==> src/rtl/tp_pattern_scheduler.sv <==
// Frame-synchronous mode/colour scheduler for the test-pattern generator.
// Manual pass-through or auto playlist; every update lands on the frame-start edge.
module tp_pattern_scheduler #(
  parameter int PAL_W  = 2,
  parameter int FCNT_W = 16
) (
  input  logic              I_pxl_clk,
  input  logic              I_rst_n,
  input  logic              I_vs,
  input  logic              I_vs_pol,
  input  logic              I_auto_en,
  input  logic [2:0]        I_manual_mode,
  input  logic              I_overlay_en,
  input  logic              I_next,
  input  logic [7:0]        I_dwell_frames,
  output logic [3:0]        O_mode,
  output logic [7:0]        O_single_r,
  output logic [7:0]        O_single_g,
  output logic [7:0]        O_single_b,
  output logic              O_mode_chg,
  output logic [FCNT_W-1:0] O_frame_cnt,
  output logic [1:0]        O_state
);

  typedef enum logic [1:0] {ST_MANUAL = 2'd0, ST_AUTO = 2'd1} state_t;

  state_t            state_q, state_d;
  logic [2:0]        idx_q, idx_d, nidx;
  logic [7:0]        dwell_q, dwell_d, lim_m1;
  logic              pend_q, pend_d;
  logic              vsn_q, next_q;
  logic [PAL_W-1:0]  pal_q, pal_d;
  logic [3:0]        mode_q, mode_d;
  logic [23:0]       single_q, single_d;
  logic              chg_q, chg_d;
  logic [FCNT_W-1:0] fcnt_q, fcnt_d;
  logic              vsn, fs, next_rise;

  function automatic logic [2:0] pl_mode(input logic [2:0] i);
    case (i)
      3'd0:    pl_mode = 3'b000;
      3'd1:    pl_mode = 3'b001;
      3'd2:    pl_mode = 3'b010;
      3'd3:    pl_mode = 3'b011;
      3'd4:    pl_mode = 3'b100;
      default: pl_mode = 3'b111;
    endcase
  endfunction

  function automatic logic [23:0] pal_rgb(input logic [PAL_W-1:0] p);
    case (p)
      PAL_W'(0): pal_rgb = 24'hFF0000;
      PAL_W'(1): pal_rgb = 24'h00FF00;
      PAL_W'(2): pal_rgb = 24'h0000FF;
      default:   pal_rgb = 24'hFFFFFF;
    endcase
  endfunction

  assign vsn       = I_vs_pol ? I_vs : ~I_vs;
  assign fs        = vsn & ~vsn_q;
  assign next_rise = I_next & ~next_q;
  assign lim_m1    = (I_dwell_frames == 8'd0) ? 8'd0 : I_dwell_frames - 8'd1;
  assign nidx      = (idx_q == 3'd5) ? 3'd0 : idx_q + 3'd1;

  always_comb begin
    state_d  = state_q;
    idx_d    = idx_q;
    dwell_d  = dwell_q;
    pal_d    = pal_q;
    mode_d   = mode_q;
    single_d = single_q;
    fcnt_d   = fcnt_q;
    pend_d   = pend_q | next_rise;
    chg_d    = 1'b0;
    if (fs) begin
      fcnt_d = fcnt_q + FCNT_W'(1);
      // An edge coinciding with fs survives to request the following frame.
      pend_d = next_rise;
      case (state_q)
        ST_MANUAL: begin
          if (I_auto_en) begin
            state_d = ST_AUTO;
            idx_d   = 3'd0;
            dwell_d = 8'd0;
            mode_d  = {I_overlay_en, 3'b000};
          end else begin
            mode_d  = {I_overlay_en, I_manual_mode};
          end
        end
        default: begin
          if (!I_auto_en) begin
            state_d = ST_MANUAL;
            mode_d  = {I_overlay_en, I_manual_mode};
            pend_d  = 1'b0;
          end else if (pend_q || dwell_q >= lim_m1) begin
            idx_d   = nidx;
            dwell_d = 8'd0;
            mode_d  = {I_overlay_en, pl_mode(nidx)};
            // The colour shown for this mode-111 pass is the current palette
            // slot; the slot then steps on for the next pass.
            if (nidx == 3'd5) begin
              single_d = pal_rgb(pal_q);
              pal_d    = (pal_q == PAL_W'(3)) ? PAL_W'(0) : pal_q + PAL_W'(1);
            end
          end else begin
            dwell_d = dwell_q + 8'd1;
            mode_d  = {I_overlay_en, pl_mode(idx_q)};
          end
        end
      endcase
      chg_d = (mode_d != mode_q);
    end
  end

  always_ff @(posedge I_pxl_clk or negedge I_rst_n) begin
    if (!I_rst_n) begin
      state_q  <= ST_MANUAL;
      idx_q    <= 3'd0;
      dwell_q  <= 8'd0;
      pend_q   <= 1'b0;
      vsn_q    <= 1'b0;
      next_q   <= 1'b0;
      pal_q    <= '0;
      mode_q   <= 4'b0000;
      single_q <= 24'hFF0000;
      chg_q    <= 1'b0;
      fcnt_q   <= '0;
    end else begin
      state_q  <= state_d;
      idx_q    <= idx_d;
      dwell_q  <= dwell_d;
      pend_q   <= pend_d;
      vsn_q    <= vsn;
      next_q   <= I_next;
      pal_q    <= pal_d;
      mode_q   <= mode_d;
      single_q <= single_d;
      chg_q    <= chg_d;
      fcnt_q   <= fcnt_d;
    end
  end

  assign O_mode      = mode_q;
  assign O_single_r  = single_q[23:16];
  assign O_single_g  = single_q[15:8];
  assign O_single_b  = single_q[7:0];
  assign O_mode_chg  = chg_q;
  assign O_frame_cnt = fcnt_q;
  assign O_state     = state_q;

endmodule

==> config.mk <==
export PLATFORM = sky130hd
export DESIGN_NAME = tp_pattern_scheduler
export DESIGN_NICKNAME = d
export VERILOG_FILES = /design/src/rtl/tp_pattern_scheduler.sv
export SDC_FILE = /design/constraint.sdc
export NUM_CORES = 1
export LEC_CHECK = 0
export ABC_AREA = 1
export BUFFER_PORTS_ARGS = -buffer_cell sky130_fd_sc_hd__buf_2
export CAP_MARGIN = 20
export CORE_ASPECT_RATIO = 1.2
export CORE_MARGIN = 10
export CORE_UTILIZATION = 55
export DETAILED_ROUTE_END_ITERATION = 7
export PLACE_DENSITY_LB_ADDON = 0.2
export SYNTH_ARGS = -nofsm -noshare
export SYNTH_HDL_FRONTEND = slang
export SYNTH_SLANG_ARGS = --single-unit
==> constraint.sdc <==
create_clock -name I_pxl_clk -period 4.54 [get_ports I_pxl_clk]
set_clock_uncertainty 0.1 [all_clocks]
set_input_delay 0.908 -clock I_pxl_clk [delete_from_list [all_inputs] [get_ports I_pxl_clk]]
set_output_delay 0.908 -clock I_pxl_clk [all_outputs]
set_load 0.03 [all_outputs]
==> results.json, run 1 <==
{
  "vias": 2112,
  "grt_max_degree": 42,
  "setup_violations": 0,
  "synth.most_common_cell": "nand2_1",
  "cts_tree": "built",
  "layout-drive-gt1-share_pct": 24.93,
  "timing.final.ws_setup_ns": 1.155,
  "antenna_cells": 0,
  "timing.slew.headroom_pct": 41.41,
  "ys_top_cells_by_area": "dfrtp_1 38%, nand2_1 9.5%, ha_1 8.0%",
  "synth_top_area_share_pct": 37.70,
  "final_util_pct": 64.56,
  "synth_top_cell_by_area": "dfrtp_1",
  "report.final.slew_viol_count": 0,
  "die_w_um": 83.43,
  "holdBufCountCts": 0,
  "viasPerCell": 4.900,
  "yosysSeqAreaShare_pct": 38.69,
  "io_buffers": 63,
  "syn_area_sq_um": 2655,
  "drv_cap": 0,
  "grt_pass1_wl_mm": 9.177,
  "antenna_found_initial": 0,
  "grt_use_met2_pct": 22.16,
  "synth_top_cells_by_count": "67 x nand2_1, 43 x inv_1, 40 x dfrtp_1",
  "synth.distinct_cells": 32,
  "cp-start-kind": "primary input",
  "fin_setup_tns_ns": 0,
  "clockBufferDepth": 2,
  "syn_avg_cell_area_sq_um": 8.144,
  "yosys_warnings": 0,
  "post_cts_buffers": 0,
  "synth_edf_count": 0,
  "drtIter0Drc": 57,
  "critPathKind": "in2reg",
  "hold_path.class": "reg2reg",
  "fp-row-count": 27,
  "overflow": 0,
  "core_area_sq_um": 4628,
  "required_ns": 4.65,
  "die_area_sq_um": 8018,
  "dr.pass1.iters": 4,
  "post-route-period-util_pct": 74.56,
  "numClockSinks": 41,
  "arrival_ns": 3.50,
  "clkLatencyLatePin_ns": 0.29,
  "fmax_mhz": 295.4,
  "ys_ff_latch": 41,
  "grt_pass1_vias": 2101,
  "r2r_slack_ns": 2.35,
  "h-tree-depth": 2,
  "cts_buffers": 5,
  "track_usage_pct": 13.21,
  "rsz0062_at_grt": "false",
  "root_buffer": "clkbuf_8",
  "dp_hpwl_mm": 4.171,
  "power.leakage_nw": 1.653,
  "p_per_area_nw_per_um2": 537.2,
  "synth_nets": 361,
  "cts_resized": 0,
  "route.detailed.drc": 0,
  "die_h_um": 96.11,
  "top_usage_layer": "met2",
  "async_flop_share_pct": 100.0,
  "nNetsFinal": 407,
  "layout_min_cycle_time_ns": 3.385,
  "ys.flop_type": "dfrtp_1",
  "status": "complete, no violations",
  "wl_mm": 5.292,
  "use_met1_pct": 15.50,
  "path_clk_slew_ns": 0.08,
  "gp_congestion": 0.8950,
  "place_ws_ns": 0.8671,
  "irDropWorstVdd_mv": 0.2904,
  "critPathCaptureType": "flop",
  "wl_per_cell_um": 12.28,
  "worstMarginPinSlew_ns": 0.8789,
  "syn_inst": 326,
  "hold_viol": 0,
  "grtUsageMet3_pct": 5.072,
  "ios": 65,
  "path_max_fanout": 7,
  "initial_utilization_pct": 57.37,
  "areaGrowthSynthToFinish_pct": 12.54,
  "ant_nets": 0
}
## where the power goes
group          internal (mW)  switching, mW  total, mW  leakage, nW
clock                  0.179          0.126      0.305       0.0574
combinational          0.219          0.531      0.750         1.06
sequential             0.452         0.0977      0.550        0.532
## worst paths after layout
check	start	to	depth (start not counted)
max	I_dwell_frames[0]	dwell_q[4]	17
min	O_frame_cnt[12]	O_frame_cnt[12]	1
max reg2reg	dwell_q[5]	dwell_q[4]	8
min reg2reg	O_frame_cnt[12]	O_frame_cnt[12]	1
max in group asynchronous	I_rst_n	single_q[15]	1
min in group asynchronous	I_rst_n	O_state[0]	1
## layout by cell type (no fill, tap or decap), types with 2 or more instances in the layout
cell      netlist  layout
a21oi_1        12      12
inv_1          43      43
clkbuf_8        0       6
nor2_1         29      29
nor3_1          5       5
xnor2_2         3       3
ha_1           17      17
nand2_2         2       2
nand2_1        67      67
nor3_2          2       2
nor3b_1         2       2
nand3_2         3       3
a211oi_1        2       2
o21ai_0        15      15
nand3_1        25      25
xor2_1          9       9
xnor2_1         7       7
nor2_4          5       5
dfrtp_1        40      40
or2_2           3       3
o21ai_1         2       2
buf_2           1      63
## layout make-up
| cell class | instances | area (sq um) |
|---|---|---|
| Clock buffer | 6 | 82.58 |
| Sequential cell | 41 | 1027 |
| Fill cell | 415 | 1640 |
| Clock inverter | 2 | 37.54 |
| Multi-Input combinational cell | 218 | 1291 |
| Inverter | 43 | 161.4 |
| Tap cell | 58 | 72.57 |
| Timing Repair Buffer | 63 | 315.3 |
## worst max-delay path, stage by stage
cell,delay (ns)
buf_2,0.10
inv_1,0.07
ha_1,0.17
inv_1,0.04
nor2_1,0.11
inv_1,0.08
nor3_1,0.27
inv_1,0.15
nand3_1,0.10
ha_1,0.23
a21oi_1,0.13
nor2_1,0.05
nor2_1,0.20
nand2_1,0.18
o21ai_1,0.29
inv_1,0.18
a211oi_1,0.23
## flip-flops by register name (all words and copies together), names as in the netlist
register	count
idx_q	3
O_mode	4
pal_q	2
pend_q	1
O_state	1
vsn_q	1
single_q	3
O_mode_chg	1
next_q	1
dwell_q	8
O_frame_cnt	16
## metal layers
| metal | share of wire [%] | vias to the layer above |
|---|---|---|
| met5 | 0 | - |
| met1 | 44 | 957 |
| met4 | 1.0 | 0 |
| li1 | - | 1097 |
| met3 | 7.3 | 6 |
| met2 | 48 | 52 |
## stage by stage
| step | std cells | total power [mW] | hold WS (ns) | cell area (sq um) |
|---|---|---|---|---|
| 6_report | 431 | 1.605 | 0.3931 | 2988 |
| 5_1_grt | 431 | 1.733 | 0.4181 | 2988 |
| 4_1_cts | 431 | 1.626 | 0.3928 | 2988 |
| 3_5_place_dp | 423 | 1.312 | 0.3785 | 2868 |
| 3_3_place_gp | 423 | 1.301 | 0.3759 | 2868 |
| 2_1_floorplan | 326 | 1.195 | 0.3727 | 2655 |
## kinds of logic after synthesis
| family | synth area share, % |
|---|---|
| XOR/XNOR | 7.116 |
| AND/OR/NAND/NOR | 26.77 |
| flip-flops | 38.69 |
| AO/OA/AOI/OAI | 6.598 |
| buffers and inverters | 12.68 |
| adder cells (fa/ha/maj) | 8.011 |
| other | 0.1412 |
No activity file was read; power rests on OpenSTA's default activity.
==> run 2: changes to the inputs <==
CORE_UTILIZATION = 54   (was 55)
clock period = 3.2 ns   (was 4.54 ns; I/O delays follow)
==> results.json, run 2 (synthesis gave the netlist of run 1 again) <==
{
  "status": "complete, no violations",
  "grt_pass1_wl_mm": 9.515,
  "core_area_sq_um": 4662,
  "path_max_fanout": 3,
  "track_usage_pct": 13.34,
  "layout-drive-gt1-share_pct": 28.35,
  "ant_nets": 0,
  "holdBufCountCts": 0,
  "timing.slew.headroom_pct": 40.47,
  "dp_hpwl_mm": 4.296,
  "clockBufferDepth": 2,
  "timing.final.ws_setup_ns": 0.3031,
  "overflow": 0,
  "grt_pass1_vias": 2195,
  "drtIter0Drc": 84,
  "fillers": 414,
  "wl_per_cell_um": 12.37,
  "cts_buffers": 5,
  "nNetsFinal": 415,
  "holdWs_ns": 0.3623,
  "largest_reg_flops": 16,
  "initial_utilization_pct": 56.95,
  "gp_congestion": 0.8531,
  "dp_cells": 430,
  "place_area_sq_um": 2920,
  "antenna_found_initial": 0,
  "antenna_cells": 0,
  "fmax_mhz": 345.2,
  "dr.pass1.iters": 4,
  "cp-start-kind": "primary input",
  "cts_tree": "built",
  "irDropWorstVdd_mv": 0.5479,
  "setup_violations": 0,
  "rsz0062_at_grt": "false",
  "viasPerCell": 4.882,
  "worstMarginPinSlew_ns": 0.8929,
  "layout_commonest_cell": "nand2_1",
  "drv_cap": 0,
  "root_buffer": "clkbuf_8",
  "critPathKind": "in2reg",
  "arrival_ns": 2.97,
  "layout_min_cycle_time_ns": 2.897,
  "die_h_um": 96.81,
  "most-common-layout-cells": "66 x nand2_1, 63 x buf_2, 42 x inv_1",
  "hold_path.class": "in2async",
  "h-tree-depth": 2,
  "post-route-period-util_pct": 90.53,
  "vias": 2143,
  "die_w_um": 84.01,
  "die_area_sq_um": 8133,
  "areaGrowthSynthToFinish_pct": 15.50,
  "power.total_mw": 2.296,
  "critPathCaptureType": "flop",
  "fp-row-count": 27,
  "wl_mm": 5.431,
  "hold_viol": 0,
  "numClockSinks": 41,
  "power.leakage_nw": 1.692,
  "place_ws_ns": -0.08183,
  "p_per_area_nw_per_um2": 748.6,
  "grt_max_degree": 42,
  "final_cells": 439,
  "io_buffers": 63,
  "ios": 65,
  "path_clk_slew_ns": 0.08,
  "final_area_sq_um": 3067,
  "route.detailed.drc": 0,
  "required_ns": 3.28,
  "r2r_slack_ns": 1.16,
  "report.final.slew_viol_count": 0,
  "clkLatencyLatePin_ns": 0.29
}
## run 2: final timing paths
| path | cells after the start | from | end |
|---|---|---|---|
| max in group asynchronous | 1 | I_rst_n | O_mode_chg |
| min in group I_pxl_clk | 1 | I_next | next_q |
| worst max-delay path | 23 | I_dwell_frames[0] | O_mode_chg |
| worst max register to register | 12 | dwell_q[5] | O_mode_chg |
| worst min register to register | 1 | O_frame_cnt[15] | O_frame_cnt[15] |
| worst min-delay path | 1 | I_rst_n | O_mode[2] |
## run 2: cell type report
class	instances	area (sq um)	share of cell area (%)
sequential	41	1027	33.50
timing repair buffer	71	375.4	12.24
clock inverter	2	37.54	1.224
inverter	43	161.4	5.263
multi-input combinational	218	1310	42.72
clock buffer	6	82.58	2.693
tap	58	72.57	2.366
## run 2: stage by stage
stage / TNS, ns / utilization, %
after floorplan: 0 / -
after detailed placement: -0.1624 / 62.64
after global routing: 0 / 65.78
final: 0 / 65.78
after CTS: 0 / 65.22
after global placement: 0 / 62.64
## run 2: worst max-delay path, cell delays in order
cell and delay, ns:
buf_2 0.08, inv_1 0.05, ha_1 0.21, inv_1 0.07, nor2_2 0.04, inv_1 0.07
nor3_2 0.06, buf_4 0.13, or2_2 0.27, ha_1 0.29, nand2_1 0.08, nor2_1 0.04
nor2_1 0.07, nand2_1 0.06, nand2_1 0.10, buf_4 0.13, nand3_1 0.06, nand3_1 0.14
nand2_1 0.09, nand2_1 0.06, nand3_1 0.07, nor2_1 0.12, nor2_1 0.04
## run 2: where the power goes
group | switching (mW) | leakage [nW] | internal, mW
clock network | 0.181 | 0.0574 | 0.254
registers | 0.141 | 0.532 | 0.641
logic | 0.758 | 1.10 | 0.322
## run 2: repair_timing
| action | in CTS | in global routing |
|---|---|---|
| resized for setup | 0 | 7 |
| endpoints found under the setup margin | 0 | 7 |
| setup buffers | 0 | 1 |
| endpoints found under the hold margin | 0 | 0 |
## run 2: routing by layer
| layer | GRT usage (%) | vias to the layer above | part of all wire [%] |
|---|---|---|---|
| li1 | - | 1112 | - |
| met2 | 22.28 | 63 | 47 |
| met3 | 4.104 | 5 | 6.4 |
| met4 | 4.365 | 0 | 1.1 |
| met5 | 0 | - | 0 |
| met1 | 15.80 | 963 | 46 |
==> run 3: changes to the inputs <==
CAP_MARGIN = unset   (was 20)
RECOVER_POWER = 50   (was unset)
TNS_END_PERCENT = 1   (was unset)
==> results.json, run 3 (synthesis gave the netlist of run 1 again) <==
{
  "hold_start": "I_next",
  "irDropWorstVdd_mv": 0.5328,
  "viasPerCell": 4.875,
  "dr.pass1.iters": 4,
  "path_max_fanout": 3,
  "cts_buffers": 5,
  "track_usage_pct": 13.34,
  "die_h_um": 96.81,
  "arrival_ns": 2.97,
  "rsz0062_at_grt": "false",
  "path_cells": "buf_2, inv_1, ha_1, inv_1, nor2_2, inv_1, nor3_2, buf_4, or2_2, ha_1, nand2_1, nor2_1, nor2_1, nand2_1, nand2_1, buf_4, nand3_1, nand3_1, nand2_1, nand2_1, nand3_1, nor2_1, nor2_1",
  "p_per_area_nw_per_um2": 756.7,
  "failed_checks": "capacitance limit, slew limit",
  "die_area_sq_um": 8133,
  "layout_commonest_cell": "nand2_1",
  "gp_congestion": 0.8531,
  "clockBufferDepth": 2,
  "h-tree-depth": 2,
  "layout_min_cycle_time_ns": 2.893,
  "wl_per_cell_um": 12.31,
  "r2r_slack_ns": 1.17,
  "core_area_sq_um": 4662,
  "critPathKind": "in2reg",
  "ant_nets": 0,
  "critPathCaptureType": "flop",
  "final-seq-area_sq_um": 1027,
  "grt_max_degree": 42,
  "setup_violations": 0,
  "dp_hpwl_mm": 4.296,
  "root_buffer": "clkbuf_8",
  "fmax_mhz": 345.7,
  "path_clk_slew_ns": 0.08,
  "timing.slew.headroom_pct": -42.20,
  "slowest_stage": "ha_1",
  "layout-drive-gt1-share_pct": 23.36,
  "r2r-end": "O_mode_chg",
  "use_met1_pct": 15.80,
  "post-route-period-util_pct": 90.40,
  "die_w_um": 84.01,
  "largest_reg_flops": 16,
  "power.leakage_nw": 1.642,
  "hold_viol": 0,
  "nNetsFinal": 415,
  "report.final.slew_viol_count": 42,
  "grtUsageMet3_pct": 4.104,
  "worstMarginPinSlew_ns": 2.133,
  "cts_tree": "built",
  "top_usage_layer": "met2",
  "most-common-layout-cells": "66 x nand2_1, 51 x buf_2, 42 x inv_1",
  "grt_pass1_wl_mm": 9.515,
  "overflow": 0,
  "antenna_found_initial": 0,
  "io_buffers": 63,
  "wl_mm": 5.405,
  "clkLatencyLatePin_ns": 0.29,
  "reg2reg_from": "dwell_q[5]",
  "areaGrowthSynthToFinish_pct": 13.15,
  "ios": 65,
  "multi_input_area_sq_um": 1262,
  "numClockSinks": 41,
  "cp-start-kind": "primary input",
  "hold_depth": 1,
  "initial_utilization_pct": 56.95,
  "hold_end": "next_q",
  "critPathTopFamily": "simple AND/OR/NAND/NOR gates",
  "fillers": 428,
  "critical_path_buf_inv_count": 6,
  "drv_cap": 1,
  "vias": 2140,
  "drtIter0Drc": 101,
  "fp-row-count": 27,
  "required_ns": 3.28,
  "grt_use_met2_pct": 22.28,
  "worst-r2r-cell-count": 12,
  "status": "finished, violations left",
  "max_stage_delay_ns": 0.29,
  "holdBufCountCts": 0,
  "grt_pass1_vias": 2195,
  "cpMostUsedCell": "nand2_1",
  "power.total_mw": 2.273,
  "hold_path.class": "in2reg",
  "final_util_pct": 64.44,
  "antenna_cells": 0,
  "route.detailed.drc": 0
}
[run 3: cell types whose count changed in the layout (fill, tap and decap cells not counted), sizes merged]
cell,previous run,this run
clkbuf,6,18
buf,71,59
[run 3: power by group]
part,leakage [nW],total (mW),switching [mW],internal [mW]
Combinational,1.05,1.06,0.750,0.311
Sequential,0.532,0.777,0.136,0.641
Clock,0.0574,0.434,0.181,0.254
Total,1.64,2.27,1.07,1.21
[run 3: routing by layer]
metal | part of all wire (%) | vias to the layer above
met2 | 47 | 61
met3 | 6.4 | 5
met1 | 46 | 962
met4 | 1.1 | 0
li1 | - | 1112
met5 | 0 | -
[run 3: final cells by class]
type / count / share of cell area (%)
Multi-Input combinational cell: 218 / 42.02
Inverter: 43 / 5.373
Tap cell: 58 / 2.416
Sequential cell: 41 / 34.19
Clock inverter: 2 / 1.249
Clock buffer: 6 / 2.749
Timing Repair Buffer: 71 / 12.00
[run 3: how the worst max path moves through the flow]
stage | startpoint | endpoint | slack [ns] | cells after the start
2_1_floorplan | I_dwell_frames[0] | pal_q[1] | 0.23 | 18
3_3_place_gp | I_dwell_frames[0] | O_mode_chg | 0.04 | 23
3_5_place_dp | I_dwell_frames[0] | O_mode_chg | -0.08 | 21
4_1_cts | I_dwell_frames[0] | O_mode_chg | 0.22 | 21
5_1_grt | I_dwell_frames[0] | O_mode_chg | 0.03 | 23
6_report | I_dwell_frames[0] | O_mode_chg | 0.31 | 23
[run 3: metrics by stage]
step           std cells  cell area (sq um)  hold slack (ns)  setup WS, ns  TNS (ns)
2_1_floorplan        326               2655           0.2444        0.2312         0
3_3_place_gp         430               2920           0.3770       0.04245         0
3_5_place_dp         430               2920           0.3910      -0.08183   -0.1624
4_1_cts              438               3040           0.3557        0.2191         0
5_1_grt              439               3004           0.3677       0.02721         0
6_report             439               3004           0.3712        0.3071         0
[run 3: what timing repair did]
action,in CTS,in global routing
gates resized for setup,0,7
endpoints found under the setup margin,0,7
setup buffers,0,1
